==> src/rtl/voting_pkg.sv <==
// Shared state type and button-vector helpers
// for the parametrised voting machine.
package voting_pkg;

  typedef enum logic [1:0] {
    IDLE,
    HOLD,
    ACK,
    WAIT_REL
  } state_t;

  function automatic int unsigned popcnt(
    input logic [31:0] v
  );
    int unsigned n;
    n = 0;
    for (int i = 0; i < 32; i++)
      n += 32'(v[i]);
    return n;
  endfunction

  function automatic logic onehot(
    input logic [31:0] v
  );
    return popcnt(v) == 1;
  endfunction

endpackage

==> src/rtl/vote_hold_timer.sv <==
// Cycle counter with clear/enable; done strobes
// on the MAX-th consecutive enabled cycle.
module vote_hold_timer #(
  parameter int unsigned MAX = 4
) (
  input  logic clk,
  input  logic rst,
  input  logic clr,
  input  logic en,
  output logic done
);

  localparam int W = $clog2(MAX + 1);

  logic [W-1:0] cnt;

  assign done = en && (cnt == W'(MAX - 1));

  always_ff @(posedge clk) begin
    if (rst || clr)
      cnt <= '0;
    else if (en)
      cnt <= cnt + W'(1);
  end

endmodule

==> src/rtl/voting_machine_param.sv <==
// N-candidate voting machine: hold-to-vote,
// saturating tallies, running total, LED readout.
module voting_machine_param
  import voting_pkg::*;
#(
  parameter int unsigned N_CAND   = 4,
  parameter int unsigned CNT_W    = 8,
  parameter int unsigned HOLD_CYC = 100_000_000,
  parameter int unsigned ACK_CYC  = 10_000_000,
  parameter int unsigned LED_W    = 8,
  localparam int TOT_W = CNT_W + $clog2(N_CAND)
) (
  input  logic              clk,
  input  logic              rst,
  input  logic              mode,
  input  logic [N_CAND-1:0] btn,
  output logic [LED_W-1:0]  led,
  output logic              vote_pulse,
  output logic              reject_pulse,
  output logic [TOT_W-1:0]  total
);

  localparam int IW = $clog2(N_CAND);

  state_t state, nstate;

  logic [CNT_W-1:0]  tally [N_CAND];
  logic [IW-1:0]     idx, low, vidx;
  logic [N_CAND-1:0] mask;
  logic [LED_W-1:0]  sel;
  logic one, multi, other, sat;
  logic hold_en, hold_done;
  logic ack_en, ack_done;
  logic vote, rej;

  assign one   = onehot(32'(btn));
  assign multi = popcnt(32'(btn)) > 1;
  assign mask  = N_CAND'(1) << idx;
  assign other = |(btn & ~mask);

  always_comb begin
    low = '0;
    for (int i = N_CAND - 1; i >= 0; i--)
      if (btn[i]) low = IW'(i);
  end

  assign vidx = (state == IDLE) ? low : idx;
  assign sat  = &tally[vidx];

  // Zero-extend or truncate the selected tally
  always_comb begin
    sel = '0;
    for (int i = 0; i < LED_W && i < CNT_W; i++)
      sel[i] = tally[low][i];
  end

  assign hold_en = !mode &&
    ((state == IDLE && one) ||
     (state == HOLD && !other && btn[idx]));
  assign ack_en = !mode && state == ACK;

  vote_hold_timer #(
    .MAX (HOLD_CYC)
  ) u_hold (
    .clk  (clk),
    .rst  (rst),
    .clr  (!hold_en),
    .en   (hold_en),
    .done (hold_done)
  );

  vote_hold_timer #(
    .MAX (ACK_CYC)
  ) u_ack (
    .clk  (clk),
    .rst  (rst),
    .clr  (!ack_en),
    .en   (ack_en),
    .done (ack_done)
  );

  always_comb begin
    nstate = state;
    vote   = 1'b0;
    rej    = 1'b0;
    if (mode) begin
      nstate = WAIT_REL;
    end else begin
      unique case (state)
        IDLE: begin
          if (one) begin
            nstate = HOLD;
          end else if (multi) begin
            rej    = 1'b1;
            nstate = WAIT_REL;
          end
        end
        HOLD: begin
          if (other) begin
            rej    = 1'b1;
            nstate = WAIT_REL;
          end else if (!btn[idx]) begin
            nstate = IDLE;
          end
        end
        ACK: begin
          if (ack_done) nstate = WAIT_REL;
        end
        WAIT_REL: begin
          if (btn == '0) nstate = IDLE;
        end
        default: nstate = WAIT_REL;
      endcase
      if (hold_done) begin
        vote   = 1'b1;
        nstate = ACK;
      end
    end
  end

  always_ff @(posedge clk) begin
    if (rst) begin
      state        <= WAIT_REL;
      idx          <= '0;
      total        <= '0;
      led          <= '0;
      vote_pulse   <= 1'b0;
      reject_pulse <= 1'b0;
      for (int i = 0; i < N_CAND; i++)
        tally[i] <= '0;
    end else begin
      state        <= nstate;
      vote_pulse   <= vote && !sat;
      reject_pulse <= rej || (vote && sat);
      if (state == IDLE && one)
        idx <= low;
      if (vote && !sat) begin
        tally[vidx] <= tally[vidx] + CNT_W'(1);
        total       <= total + TOT_W'(1);
      end
      if (mode) begin
        if (|btn) led <= sel;
      end else begin
        led <= (nstate == ACK) ? '1 : '0;
      end
    end
  end

endmodule

==> config.mk <==
export PLATFORM = sky130hd
export DESIGN_NAME = voting_machine_param
export DESIGN_NICKNAME = d
export VERILOG_FILES = /design/src/rtl/voting_pkg.sv /design/src/rtl/vote_hold_timer.sv /design/src/rtl/voting_machine_param.sv
export SDC_FILE = /design/constraint.sdc
export NUM_CORES = 1
export LEC_CHECK = 0
export CORE_MARGIN = 5
export CORE_UTILIZATION = 55
export CTS_CLUSTER_SIZE = 25
export DETAILED_ROUTE_END_ITERATION = 7
export PLACE_DENSITY = 0.74
export SETUP_SLACK_MARGIN = 0.4
export SLEW_MARGIN = 15
export SYNTH_ARGS = -nofsm -noshare
export SYNTH_HDL_FRONTEND = slang
export SYNTH_SLANG_ARGS = --single-unit
export TNS_END_PERCENT = 50
==> constraint.sdc <==
create_clock -name clk -period 8.59 [get_ports clk]
set_input_delay 0.859 -clock clk [delete_from_list [all_inputs] [get_ports clk]]
set_output_delay 0.859 -clock clk [all_outputs]
set_load 0.005 [all_outputs]
After elaboration in Yosys (flattened, before gate mapping)
Memories as Yosys holds them, arrays and structs flattened.
Index checks and enable logic that the tools add are counted.
{ "word_totals": {"out_inout_bits": 20, "wordCells": 87, "ram_bits": 32, "register_bits": 75, "mem_count": 1, "inputBits": 7} }
{ "mem_list": {"columns": ["name", "words", "word_bits", "rd", "rd_ports_with_merged_regs", "wr", "line", "text"], "rows": [
  ["tally", 4, 8, 2, 0, 4, "voting_machine_param.sv:27", "logic [CNT_W-1:0] tally [N_CAND];"]
]} }
{ "op_classes": {"n_addsub": 7, "order_cmp": 2, "eq_ne": 8, "n_bitwise": 2, "n_mux": 34, "reduce_logical": 24, "shift": 1} }
{ "ops": {"columns": ["op", "n"], "rows": [
  ["== test 32 x 1 -> 1 bit (second input constant)", 1],
  ["2-to-1 mux 8 bit", 4],
  ["2-to-1 mux 2 bit", 14],
  ["adder 27 x 1 -> 27 bit (second input constant)", 1],
  ["== test 27 bit (second input constant)", 1],
  ["adder 24 x 1 -> 24 bit (second input constant)", 1],
  ["== test 24 bit (second input constant)", 1],
  ["2-to-1 mux 1 bit", 13],
  ["adder 10 x 1 -> 10 bit (second input constant)", 1],
  ["logical AND 1 bit", 9],
  ["adder 8 x 1 -> 8 bit (second input constant)", 1],
  ["one-hot mux 2 bit (4 select lines)", 1],
  ["AND reduction 8 bit", 1],
  ["OR reduction 4 bit", 2],
  ["OR reduction 8 bit", 1],
  ["== test 2 bit (second input constant)", 3],
  ["zero test 1 bit", 5],
  ["adder 3 x 1 -> 4 bit", 1],
  ["bitwise AND 4 bit", 1],
  ["> comparator 4 x 1 -> 1 bit (second input constant)", 1],
  ["zero test 4 bit", 1],
  ["logical OR 1 bit", 4],
  ["NOT 4 bit", 1],
  ["<< shifter 1 x 2 -> 4 bit (first input constant)", 1],
  ["8 further kinds", 8]
]} }

Depth between registers and ports, before layout
{ "logic_depth": {"depth_word": 18, "ltp_mapped": 17, "ltp_nobuf": 15} }

Modules after synthesis
A second synthesis with hierarchy kept.
{ "unflattened": {"cells_unflattened": 609, "area_unflattened_um2": 5759.3} }
{ "by_module_without_submodules": {"columns": ["module", "seq_area_each_um2", "instances", "cells_each", "area_per_inst_um2"], "rows": [
  ["voting_machine_param", 1441.4, 1, 324, 3295.7],
  ["vote_hold_timer (u_hold)", 540.5, 1, 150, 1305.0],
  ["vote_hold_timer (u_ack)", 480.5, 1, 135, 1158.6]
]} }

Least setup slack after synthesis
OpenSTA, ideal clock, no wires.
{ "synth_timing": {"kind": "input -> register", "startpoint": "input btn[1]", "endpoint": "memory tally[0][0], enable pin", "path_stages": 10, "path_buffers": 3, "setup_slack_ns": 4.719, "arrival_time_ns": 3.545, "required_time_ns": 8.264, "setup_time_ns": 0.326, "path_cell_list": "clkbuf_1 -> o41ai_4 -> buf_4 -> mux4_2 -> ha_1 -> o21ai_0 -> o22ai_4 -> a31oi_4 -> buf_2 -> a21o_1"} }
{ "synth_rtl": {"columns": ["element", "line", "text"], "rows": [
  ["from (decl)", "voting_machine_param.sv:16", "input logic [N_CAND-1:0] btn,"],
  ["to (decl)", "voting_machine_param.sv:27", null]
]} }

==> summary.txt <==
Routing
  • Drc violations: 0
  • Initial DRC Count: just over 300
  • Number of vias per cell: 5.86
  • First-pass detailed-route iteration total: 5
  • DR vias: 4,518
  • Final WL: 12,500 um
  • WL/cell: between 15 and 20 um
  • Post-DRT Antenna Nets: 0

Synth
  • Cell Area, Synth: ~0.0056 mm2
  • Main synth FF type: dfxtp_1
  • Number of synthesized flops with an enable pin: 32
  • Syn Nets: 637
  • Library cells used by synthesis: 65
  • Cell count after synthesis: 620
  • Synthesized area per cell: 9.01 um2
  • Cell taking the most area after synthesis: dfxtp_1
  • Area contributors post-synth: dfxtp_1, edfxtp_1, nor2_1
  • Fraction of registers with async set/reset: 0
  • Register area share after synthesis: 0.441
  • Post-synthesis register bit count: 107
  • YS warnings: 0
  • Post-synth top area share: 0.269

Worst setup path
  • Critical Path AT: 5.44 ns
  • Slowest-stage cell, CP: nand2_1
  • CP required: 8.82 ns
  • Worst-path fanout max: 23
  • Critical Path Sink Type: register
  • Worst reg2reg endpoint: tally[1][5]$_SDFFCE_PN0P_
  • Reg2reg start: state[0]$_SDFF_PP1_
  • Crit path largest cell delay: 0.73 ns
  • Worst reg-to-reg path cell count: 12
  • CP Class: in2reg
  • Reg2Reg Setup Slack: 4.05 ns
  • Most used cell, CP: o21ai_0
  • CP cell instances: clkdlybuf4s50_1 > nor3_1 > o21ai_0 > nand2_1 > mux4_2 > ha_1 > o21ai_0 > o22ai_4 > a31oi_4 > nand2b_1 > inv_4 > nand3_4 > nor2_1
  • CP Launch Type: primary input

Placed design
  • GPL Wtd Cong: 0.891
  • PortBufs: 26
  • Post-DP HPWL: 9140 um

Global route
  • Number of global-route vias before repair: 4,416
  • Grt ovf: 0
  • Pin count of the biggest net entering global routing: 31
  • Global-route wire length before repair: roughly 21,000 um
  • Gr usage total: 0.208
  • Initial antenna violation count: 0

Clocking
  • Total CTS buffers: 9
  • CTS tree: built
  • CTS Buffer Depth: 2
  • Clock root buffer master: clkbuf_8
  • CTS Hold Bufs: 0
  • # H-tree levels: 3
  • Post-CTS setup buffers: 0
  • Clock sinks: 107
  • Clock slew seen by the registers of the worst setup and hold paths: ~0.090 ns
  • Worst skew pair latency: 0.38 ns
  • Post-CTS Resized: 0

Die
  • Die area: 0.0123 mm2
  • FP Rows: 36
  • Die H: roughly 110 um
  • Starting Density: 0.567
  • Core area: 0.00986 mm2
  • I/O pin total: 27
  • Die X: 111 um

Timing
  • Minimum clock period: 5.21 ns
  • Slew Limit Fails: 0
  • Final Skew: slightly below 0.008 ns
  • Final worst path period share: 0.606
  • # setup viols final: 0
  • Fin Setup TNS: 0 ns
  • Fmax: 192 MHz
  • Hold Fails Final Rpt: 0
  • Worst Tran Pin Value: ~1.1 ns
  • Headroom to the max-slew limit: 0.272
  • RSZ-0062 raised after global routing: no

Layout
  • Fraction of layout cells with a size suffix above 1: 0.0533
  • Multi-input gate area in the final layout: 0.00291 mm2
  • Sequential cell area: around 0.0025 mm2
  • Nets@finish: 650
  • Fillers: 834
  • Area grow syn2layout: 9.36%
  • Antenna cells: 0
  • Final core utilization: 0.620

Power
  • Worst VDD drop: 0.000155 V
  • Total leakage power: 2.09 nW
  • Pwr/cell area: approximately 150 mW/mm2

Worst hold path
  • Hold Path Stages: 1
  • Hold path start: u_ack.cnt[0]$_SDFFE_PP0P_
  • Hold Crit Class: reg2reg
  • Hold EP: u_ack.cnt[0]$_SDFFE_PP0P_

Run
  • Max cap viols: 0

Outcome
  • Outcome: finished, final reports clean
==> placed cells by master, fill, tap and decap left out, drive strengths merged, types with 6 or more instances in the layout <==
cell type / synthesis / final
a211oi: 21 / 21
a21oi: 29 / 29
and2: 6 / 6
and3: 13 / 13
and4: 6 / 6
clkbuf: 18 / 11
clkdlybuf4s50: 0 / 26
dfxtp: 75 / 75
edfxtp: 32 / 32
ha: 9 / 9
inv: 21 / 22
mux2i: 23 / 23
nand2: 47 / 47
nand3: 32 / 32
nand4: 17 / 17
nor2: 124 / 124
nor3: 11 / 11
nor4b: 6 / 6
o21ai: 13 / 13
or3: 6 / 6
xnor2: 16 / 16
xor2: 32 / 32
==> how the worst max path moves through the flow <==
stage / end / slack [ns] / depth (start not counted) / start
floorplan: tally[0][0]$_SDFFCE_PN0P_ / 4.72 / 10 / btn[1]
global placement: tally[1][0]$_SDFFCE_PN0P_ / 3.34 / 13 / btn[0]
detailed placement: tally[1][5]$_SDFFCE_PN0P_ / 3.09 / 13 / btn[0]
CTS: tally[1][5]$_SDFFCE_PN0P_ / 3.47 / 13 / btn[0]
global route: tally[1][4]$_SDFFCE_PN0P_ / 3.11 / 13 / btn[0]
finish: tally[1][5]$_SDFFCE_PN0P_ / 3.38 / 13 / btn[0]
==> cell type report <==
cell class / instances / share of cell area
Clock buffer: 11 / 0.0215
Clock inverter: 5 / 0.0127
Inverter: 21 / 0.0133
Multi-Input combinational cell: 465 / 0.476
Sequential cell: 107 / 0.403
Tap cell: 133 / 0.0272
Timing Repair Buffer: 29 / 0.0463
==> power by group <==
part / internal [mW] / total, mW / leakage, nW / switching [mW]
registers: 0.529 / 0.539 / 0.918 / 0.0101
clock network: 0.164 / 0.327 / 0.105 / 0.163
logic: 0.0261 / 0.0658 / 1.06 / 0.0398
==> per-stage QoR <==
stage | cell area, um2 | setup slack, ns | hold WS, ns | power (mW) | std cells
finish | 6110 | 3.38 | 0.469 | 0.932 | 771
global route | 6110 | 3.11 | 0.510 | 0.972 | 771
CTS | 6110 | 3.47 | 0.474 | 0.936 | 771
detailed placement | 5900 | 3.09 | 0.452 | 0.615 | 755
global placement | 5900 | 3.34 | 0.445 | 0.614 | 755
floorplan | 5590 | 4.72 | 0.430 | 0.589 | 620
==> registers in the layout, summed over array words and instances, names as in the netlist <==
name	count
state	2
led	8
idx	2
reject_pulse	1
vote_pulse	1
u_hold.cnt	27
u_ack.cnt	24
total	10
tally	32
==> cell usage after synthesis, drive strengths merged (2+ instances only) <==
master,n
a211oi,21
a21bo,3
a21o,5
a21oi,29
a31o,3
a31oi,4
a41oi,2
and2,6
and3,13
and4,6
buf,9
clkbuf,18
dfxtp,75
edfxtp,32
ha,9
inv,21
mux2,2
mux2i,23
mux4,2
nand2,47
nand3,32
nand3b,3
nand4,17
nor2,124
nor2b,4
nor3,11
nor4,5
nor4b,6
o21ai,13
o21ba,2
o22ai,2
or2,2
or3,6
xnor2,16
xor2,32
==> per-layer routing <==
layer,vias up,share of wire,track usage,routed length (um)
met4,0,0.030,0.0624,377
met3,32,0.048,0.0557,601
li1,2208,-,-,-
met1,2147,0.44,0.259,5550
met2,131,0.48,0.354,6010
met5,-,0,0,0
==> critical path, delay by kind of cell <==
family | cells | cell delay [ns]
AO/OA/AOI/OAI | 4 | 1.09
AND/OR/NAND/NOR | 5 | 1.78
adder cells (fa/ha/maj) | 1 | 0.26
buffers and inverters | 2 | 0.92
multiplexers | 1 | 0.50
==> cells by family (layout without fill, tap and decap cells) <==
kind of cell | count (synthesis) | in the layout | synth area share
buffers and inverters | 48 | 66 | 0.0387
DFF | 107 | 107 | 0.441
adders and majority gates | 10 | 10 | 0.0237
xor gates and xnor gates | 48 | 48 | 0.0752
muxes | 27 | 27 | 0.0546
AOI/OAI and AO/OA | 94 | 94 | 0.121
and+or+nand+nor | 286 | 286 | 0.246
(Power assumes the default switching activity.)
